`src/rtl/rv_isa_pkg.sv`:
```
// rv_isa_pkg: RV32I format codes and opcode constants shared by encoder and decoder
package rv_isa_pkg;

  typedef enum logic [2:0] {
    FMT_R = 3'd0,
    FMT_I = 3'd1,
    FMT_S = 3'd2,
    FMT_B = 3'd3,
    FMT_U = 3'd4,
    FMT_J = 3'd5
  } fmt_e;

  localparam logic [6:0] OP_LOAD   = 7'b0000011;
  localparam logic [6:0] OP_IMM    = 7'b0010011;
  localparam logic [6:0] OP_AUIPC  = 7'b0010111;
  localparam logic [6:0] OP_STORE  = 7'b0100011;
  localparam logic [6:0] OP_REG    = 7'b0110011;
  localparam logic [6:0] OP_LUI    = 7'b0110111;
  localparam logic [6:0] OP_BRANCH = 7'b1100011;
  localparam logic [6:0] OP_JALR   = 7'b1100111;
  localparam logic [6:0] OP_JAL    = 7'b1101111;

endpackage

```
`src/rtl/sync_fifo.sv`:
```
// sync_fifo: small circular FIFO whose output holds the last popped entry while empty
module sync_fifo #(
  parameter int WIDTH = 33,
  parameter int DEPTH = 4
) (
  input  logic             clk,
  input  logic             rst_n,
  input  logic             i_push,
  input  logic [WIDTH-1:0] i_wdata,
  input  logic             i_pop,
  output logic             o_full,
  output logic             o_empty,
  output logic [WIDTH-1:0] o_rdata
);

  localparam int AW = $clog2(DEPTH);

  logic [WIDTH-1:0] r_mem [DEPTH];
  logic [AW-1:0]    r_wr;
  logic [AW-1:0]    r_rd;
  logic [AW:0]      r_cnt;
  logic [WIDTH-1:0] r_last;
  logic             w_push;
  logic             w_pop;

  assign o_full  = r_cnt == (AW+1)'(DEPTH);
  assign o_empty = r_cnt == '0;
  assign w_push  = i_push & ~o_full;
  assign w_pop   = i_pop & ~o_empty;
  assign o_rdata = o_empty ? r_last : r_mem[r_rd];

  // storage array needs no reset: it is only observed through a nonzero occupancy
  always_ff @(posedge clk) begin
    if (w_push) r_mem[r_wr] <= i_wdata;
  end

  // pointers, occupancy and the held copy of the most recently popped entry
  always_ff @(posedge clk or negedge rst_n) begin
    if (!rst_n) begin
      r_wr   <= '0;
      r_rd   <= '0;
      r_cnt  <= '0;
      r_last <= '0;
    end else begin
      r_wr   <= r_wr + AW'(w_push);
      r_rd   <= r_rd + AW'(w_pop);
      r_cnt  <= r_cnt + (AW+1)'(w_push) - (AW+1)'(w_pop);
      r_last <= w_pop ? r_mem[r_rd] : r_last;
    end
  end

endmodule

```
`src/rtl/inst_encoder.sv`:
```
// inst_encoder: packs RV32I fields into instruction words and streams them from a FIFO
module inst_encoder
  import rv_isa_pkg::*;
#(
  parameter int DEPTH = 4,
  parameter int CNT_W = 16
) (
  input  logic             clk,
  input  logic             rst_n,
  input  logic             req_valid,
  output logic             req_ready,
  input  logic [2:0]       req_fmt,
  input  logic [6:0]       req_opcode,
  input  logic [4:0]       req_rd,
  input  logic [4:0]       req_rs1,
  input  logic [4:0]       req_rs2,
  input  logic [2:0]       req_funct3,
  input  logic [6:0]       req_funct7,
  input  logic [31:0]      req_imm,
  output logic             inst_valid,
  input  logic             inst_ready,
  output logic [31:0]      inst_word,
  output logic             inst_err,
  output logic [CNT_W-1:0] enc_count
);

  // returns {err, word}; out-of-range immediates still encode their truncated bits
  function automatic logic [32:0] encode(
    input logic [2:0]  fmt,
    input logic [6:0]  op,
    input logic [4:0]  rd,
    input logic [4:0]  rs1,
    input logic [4:0]  rs2,
    input logic [2:0]  f3,
    input logic [6:0]  f7,
    input logic [31:0] imm
  );
    logic fit12, fit13, fit21;
    fit12 = imm == {{20{imm[11]}}, imm[11:0]};
    fit13 = imm == {{19{imm[12]}}, imm[12:0]};
    fit21 = imm == {{11{imm[20]}}, imm[20:0]};
    case (fmt)
      FMT_R:   return {1'b0, f7, rs2, rs1, f3, rd, op};
      FMT_I:   return {~fit12, imm[11:0], rs1, f3, rd, op};
      FMT_S:   return {~fit12, imm[11:5], rs2, rs1, f3, imm[4:0], op};
      FMT_B:   return {~fit13 | imm[0], imm[12], imm[10:5], rs2, rs1, f3, imm[4:1], imm[11], op};
      FMT_U:   return {|imm[11:0], imm[31:12], rd, op};
      FMT_J:   return {~fit21 | imm[0], imm[20], imm[10:1], imm[11], imm[19:12], rd, op};
      default: return {1'b1, 32'b0};
    endcase
  endfunction

  logic        w_full;
  logic        w_empty;
  logic        w_accept;
  logic [32:0] w_enc;
  logic [32:0] w_head;
  logic [CNT_W-1:0] r_count;

  assign req_ready  = ~w_full;
  assign w_accept   = req_valid & ~w_full;
  assign w_enc      = encode(req_fmt, req_opcode, req_rd, req_rs1, req_rs2, req_funct3, req_funct7, req_imm);
  assign inst_valid = ~w_empty;
  assign inst_err   = w_head[32];
  assign inst_word  = w_head[31:0];
  assign enc_count  = r_count;

  sync_fifo #(.WIDTH(33), .DEPTH(DEPTH)) u_fifo (
    .clk     (clk),
    .rst_n   (rst_n),
    .i_push  (w_accept),
    .i_wdata (w_enc),
    .i_pop   (inst_ready),
    .o_full  (w_full),
    .o_empty (w_empty),
    .o_rdata (w_head)
  );

  // counts every accepted request, flagged or not, wrapping at 2^CNT_W
  always_ff @(posedge clk or negedge rst_n) begin
    if (!rst_n) r_count <= '0;
    else        r_count <= r_count + CNT_W'(w_accept);
  end

endmodule
```
`config.mk`:
```
export PLATFORM = sky130hd
export DESIGN_NAME = inst_encoder
export DESIGN_NICKNAME = d
export VERILOG_FILES = /design/src/rtl/rv_isa_pkg.sv /design/src/rtl/sync_fifo.sv /design/src/rtl/inst_encoder.sv
export SDC_FILE = /design/constraint.sdc
export NUM_CORES = 1
export LEC_CHECK = 0
export CORE_AREA = 3 3 128 142
export DETAILED_ROUTE_END_ITERATION = 8
export DIE_AREA = 0 0 131 145
export PLACE_DENSITY = 0.82
export SYNTH_ARGS = -nofsm -noshare
export SYNTH_HDL_FRONTEND = slang
export SYNTH_SLANG_ARGS = --single-unit
```
`constraint.sdc`:
```
create_clock -name clk -period 3.6 [get_ports clk]
set_clock_uncertainty 0.15 [all_clocks]
set_input_delay 0.9 -clock clk [delete_from_list [all_inputs] [get_ports clk]]
set_output_delay 0.9 -clock clk [all_outputs]
set_load 0.02 [all_outputs]
```
**Word-level counts from Yosys, hierarchy flattened**

Memory sizes are Yosys's and may differ from the RTL's.
Index checks and enable logic that the tools add are counted.

- Add/sub/neg operators: 5
- Equal/unequal tests: 9
- Muxes and demuxes: 4
- Bitwise logic cells: 10
- Reductions and logical operators: 3

Operators with widths:

| kind | number |
|---|---|
| 33-bit case mux with 6 select lines | 1 |
| 33-bit two-way mux | 1 |
| 20-bit == test | 1 |
| 19-bit == test | 1 |
| 16-bit by 1-bit adder with 16-bit output | 1 |
| 12-bit OR reduction | 1 |
| 11-bit == test | 1 |
| 3-bit == test, second input constant | 3 |
| 3-bit by 2-bit == test with 1-bit output, second input constant | 2 |
| 3-bit zero test | 2 |
| 1-bit inverter | 5 |
| 2-bit by 1-bit adder with 2-bit output | 2 |
| 3-bit by 1-bit adder with 3-bit output | 1 |
| 1-bit bitwise AND | 3 |
| 3-bit by 1-bit == test with 1-bit output, second input constant | 1 |
| 3-bit by 1-bit subtractor with 3-bit output | 1 |
| 1-bit two-way mux | 2 |
| 1-bit OR | 2 |

- Bits in registers: 56
- Memory bits (writable): 132
- Input port bits: 71
- Output and inout port bits: 51
- Logic and storage cells: 37
- Memories: 1

Memory list:

| name | depth | width | rd ports | clocked after Yosys merged registers in | wr ports | RTL line | text |
|---|---|---|---|---|---|---|---|
| u_fifo.r_mem | 4 | 33 | 1 | 0 | 1 | sync_fifo.sv:18 | `logic [WIDTH-1:0] r_mem [DEPTH];` |

**Longest topological paths before layout**

- Depth after elaboration: 6
- Mapped depth: 12
- Gate-level depth less buffers: 10

**Modules after synthesis**

A second synthesis with hierarchy kept.

- Cell total of the unflattened synthesis: 521
- Area total of the unflattened synthesis: 8338.0 µm²

Modules (own cells, without submodules):

| module | times used | cells an instance | area each (µm²) | seq. area each (µm²) |
|---|---|---|---|---|
| sync_fifo | 1 | 307 | 6771.5 | 4964.8 |
| inst_encoder | 1 | 214 | 1566.5 | 400.4 |

**Least setup slack after synthesis**

No wires, ideal clock.

- Kind: input to register
- Start: input req_valid
- End: memory u_fifo.r_mem[1][0] (enable)
- Library setup time: 0.471 ns
- Arrival: 3.455 ns
- Data required time: 2.979 ns
- Path slack: -0.476 ns
- Cell stages on the path: 2
- Buffers on the path: 0
- Cell sequence: nand2_1 > nor3b_1

- Word-level cells in the longest chain between the ends: 4

RTL lines:

| element | RTL line | text |
|---|---|---|
| start: declaration | inst_encoder.sv:10 | `input logic req_valid,` |
| 1-bit bitwise AND | inst_encoder.sv:61 | `assign w_accept = req_valid & ~w_full;` |
| 1-bit bitwise AND | sync_fifo.sv:28 | `assign w_push = i_push & ~o_full;` |
| 1-bit two-way mux | sync_fifo.sv:34 | `if (w_push) r_mem[r_wr] <= i_wdata;` |
| 1-bit two-way mux (not written as such) | sync_fifo.sv:34 |  |
| end: declaration | sync_fifo.sv:18 |  |

Every way passes these cells.

**Final worst setup path**

- Start: register u_fifo.r_cnt[1]
- End: output inst_word[12]

- Word-level cells in the longest chain between the ends: 2

RTL lines:

| element | RTL line | text |
|---|---|---|
| start: declaration | sync_fifo.sv:21 | `logic [AW:0] r_cnt;` |
| start signal: assignment | sync_fifo.sv:47 | `r_cnt <= r_cnt + (AW+1)'(w_push) - (AW+1)'(w_pop);` |
| 3-bit zero test | sync_fifo.sv:27 | `assign o_empty = r_cnt == '0;` |
| 33-bit two-way mux | sync_fifo.sv:30 | `assign o_rdata = o_empty ? r_last : r_mem[r_rd];` |
| end: declaration | inst_encoder.sv:22 | `output logic [31:0] inst_word,` |

Every way passes these cells.

==> impl_results.md <==
* Clk network pwr share at between 20% and 30%
* Seq/Total Area, Yosys at about two thirds
* Area Growth Syn to Fin at 28.0%
* Hold Path Class: input pin to asynchronous set/reset pin
* Worst VDD drop at 0.422 mV
* TritonCTS clock tree: done
* Max-slew violations at 0
* Yosys top cell area share at 48.1%
* CTS buffer count at 17
* Count leader, synth: edfxtp_1
* Flops & latches, synth at 188
* Crit Path Max Fanout at 34
* Top delay family on crit path: buffers and inverters
* Unrepaired setup endpoints after global routing: false
* Synth cell types at 45
* Post-synth ARST share at 29.8%
* Setup TNS at 0 ns
* Net Switching at 2.72 mW
* CP Capture Type: output port
* Top cells by area, synth: edfxtp_1 (48%), dfrtp_1 (17%), mux2_2 (9.4%), mux4_2 (9.0%), nand2_1 (1.3%)
* Post-synth top flop: edfxtp_1
* Post-synth top area cell: edfxtp_1
* Die span in x at about 130 microns
* Clk buf depth at 2
* Initial antenna violation count at 1
* All-layer global routing usage at 20.5%
* Final period util at between 90% and 100%
* Final min period at roughly 3.4 ns
* Number of synthesized flops with an enable pin at 132
* Slew margin rel. at roughly 53%
* H-tree depth at 4
* Yosys warns at 0
* First-pass GRT wire length at 29600 microns
* Final wirelength at 18700 microns
* Core Region at 17000 sq um
* Nature of the critical path startpoint: flip-flop
* Worst skew pair latency at 0.43 ns
* CP max-delay cell: or3_2
* Core Rows at 50
* Height of the chip at 145 microns
* Most frequent cells after synthesis: edfxtp_1 (132), mux2_2 (69), dfrtp_1 (56)
* Worst hold margin at 0.307 ns
* Drt drc at 0
* Leakage at 4.08 nW
* Wire per inst at 20.7 microns
* DRT antenna net count at 0
* Comb pwr share at 39.3%
* Switching share of power at 32.1%
* DR iter-0 viols at 408
* CTS clock-pin slew for the worst setup and hold paths at 0.07 ns
* Post-synthesis net count at 599
* Post-Synthesis Cell Area at 8240 sq um
* GP Congestion at 0.861
* Largest net degree at the start of global routing at 35
* DR vias at 5056
* Pwr dens at roughly 800 nW/um^2
* Data required time of the critical path at 2.55 ns
* Cell count of the worst reg-to-reg path at 10
* Root Buffer: clkbuf_16
* Worst-Margin Slew at 0.701 ns
* Sequential fraction of design power at about 38%
* Final hold violations at 0
* CP Buf/Inv Count at 2
* WS Path Type: flip-flop to output port
* Peak Freq at 298 MHz
* Die area at approximately 19000 sq um
* Vias per std cell at 5.61
* DP HPWL at 12500 microns
* Final #Nets at approximately 730
* Status: finished clean
* Final setup vio count at 0
* Worst path max stage delay at 0.53 ns
* Port Buffers at 121
* Sink Count at ~190
* First-pass DRT Iterations at 5
* Boundary Pins at 122
* FILL cells at roughly 1200
* Number of max-cap violations at 0
* Crit-path cells: or3_2 > buf_8 > mux2_2 > dlygate4sd2_1
* Layout cells sized above 1 at 24.6%
* Vias in the first global route at 5445
* Stages on the worst setup path at 4
* Cells after synthesis at 521
* Average cell area after synthesis at roughly 16 sq um
* Initial Utilization at around half
* Cell Int Power at 5.75 mW
* GRT Residual Overflow at 0
* CP arrival at 2.30 ns
## cell type report
type / instances / area, sq um / area share (%)
Sequential cell: 188 / 5370 / 50.9
Multi-Input combinational cell: 293 / 2740 / 26.0
Timing Repair Buffer: 141 / 1480 / 14.0
Clock buffer: 17 / 425 / 4.04
Tap cell: 234 / 293 / 2.78
Clock inverter: 15 / 184 / 1.74
Inverter: 13 / 48.8 / 0.463
Antenna cell: 1 / 2.50 / 0.0237
## cells in the final DEF, fill, tap and decap left out, types with 9 or more instances in the layout
cell | Yosys | final
edfxtp_1 | 132 | 132
dlymetal6s2s_1 | 0 | 32
dfrtp_1 | 56 | 55
xnor2_1 | 9 | 9
o21ai_1 | 14 | 14
mux2_2 | 69 | 69
buf_4 | 1 | 16
a21oi_1 | 13 | 13
inv_1 | 13 | 13
clkbuf_16 | 0 | 17
nand3_1 | 9 | 9
nor2_1 | 25 | 24
clkdlybuf4s50_1 | 0 | 87
xor2_1 | 9 | 9
nand2_1 | 28 | 28
mux4_2 | 33 | 33
## metal layers
layer / track usage (%) / vias up / part of all wire (%)
met2: 32.9 / 191 / 51
met1: 27.0 / 2551 / 41
met4: 8.08 / 0 / 2.7
met3: 4.86 / 36 / 5.6
met5: 0 / - / 0
li1: - / 2278 / -
## cell families (layout without fill, tap and decap cells)
family                     count (synthesis)  in the layout  share of synthesized area [%]
DFF                                      188            188                           65.1
muxes                                    109            109                           19.3
and+or+nand+nor                          106            106                           6.38
AOI/OAI and AO/OA                         52             52                           4.01
buffers and inverters                     40            186                           1.96
xor gates and xnor gates                  18             18                           1.91
adders and majority gates                  8              8                           1.29
other                                      0              1                              0
## power groups by stage
stage	Clock (mW)	Combinational, mW	Sequential [mW]
after floorplan	0	2.08	3.20
after global placement	0	3.36	3.20
after detailed placement	0	3.42	3.25
after CTS	1.95	3.44	3.22
after global routing	2.05	3.56	3.27
final	1.92	3.33	3.22
## worst register-to-register path, cell delays in order, from the launching register on
cell and delay, ns:
dfrtp_1 0.43, or3_2 0.53, nand2_1 0.11, inv_1 0.07
ha_1 0.28, inv_1 0.05, ha_1 0.14, inv_1 0.05
fa_1 0.42, xnor2_1 0.21, xnor2_1 0.16
## metrics by stage
| step | util (%) | worst slack (ns) | instances | cell area (sq um) | total power [mW] |
|---|---|---|---|---|---|
| 3_5_place_dp | 58.1 | 0.117 | 869 | 9840 | 6.68 |
| 4_1_cts | 61.7 | 0.00376 | 901 | 10500 | 8.61 |
| 5_1_grt | 62.2 | 0.178 | 902 | 10500 | 8.89 |
| 3_3_place_gp | 58.1 | 0.172 | 869 | 9840 | 6.56 |
| 2_1_floorplan | - | 0.453 | 521 | 8250 | 5.28 |
| 6_report | 62.2 | 0.249 | 902 | 10500 | 8.47 |
## repair_timing
action / CTS / global route
cloned: 0 / 0
endpoints found under the hold margin: 0 / 0
setup buffers: 0 / 0
setup endpoints to repair: 33 / 32
hold buffers: 0 / 0
gates resized for setup: 2 / 34
## final timing paths
check,from,endpoint,slack (ns)
max in group asynchronous,rst_n,u_fifo.r_rd[0]$_DFF_PN0_,2.28
worst max register to register,u_fifo.r_cnt[1]$_DFF_PN0_,u_fifo.r_cnt[2]$_DFF_PN0_,0.91
worst max-delay path,u_fifo.r_cnt[1]$_DFF_PN0_,inst_word[12],0.25
worst min register to register,enc_count[15]$_DFF_PN0_,enc_count[15]$_DFF_PN0_,0.32
min in group clk,enc_count[15]$_DFF_PN0_,enc_count[15]$_DFF_PN0_,0.32
worst min-delay path,rst_n,u_fifo.r_cnt[2]$_DFF_PN0_,0.31
## sequential cells by signal, summed over array words and instances (netlist names)
name           count
u_fifo.r_mem     132
u_fifo.r_last     33
enc_count         16
u_fifo.r_cnt       3
u_fifo.r_rd        2
u_fifo.r_wr        2
Note: power is estimated with default switching activity, not from simulation.
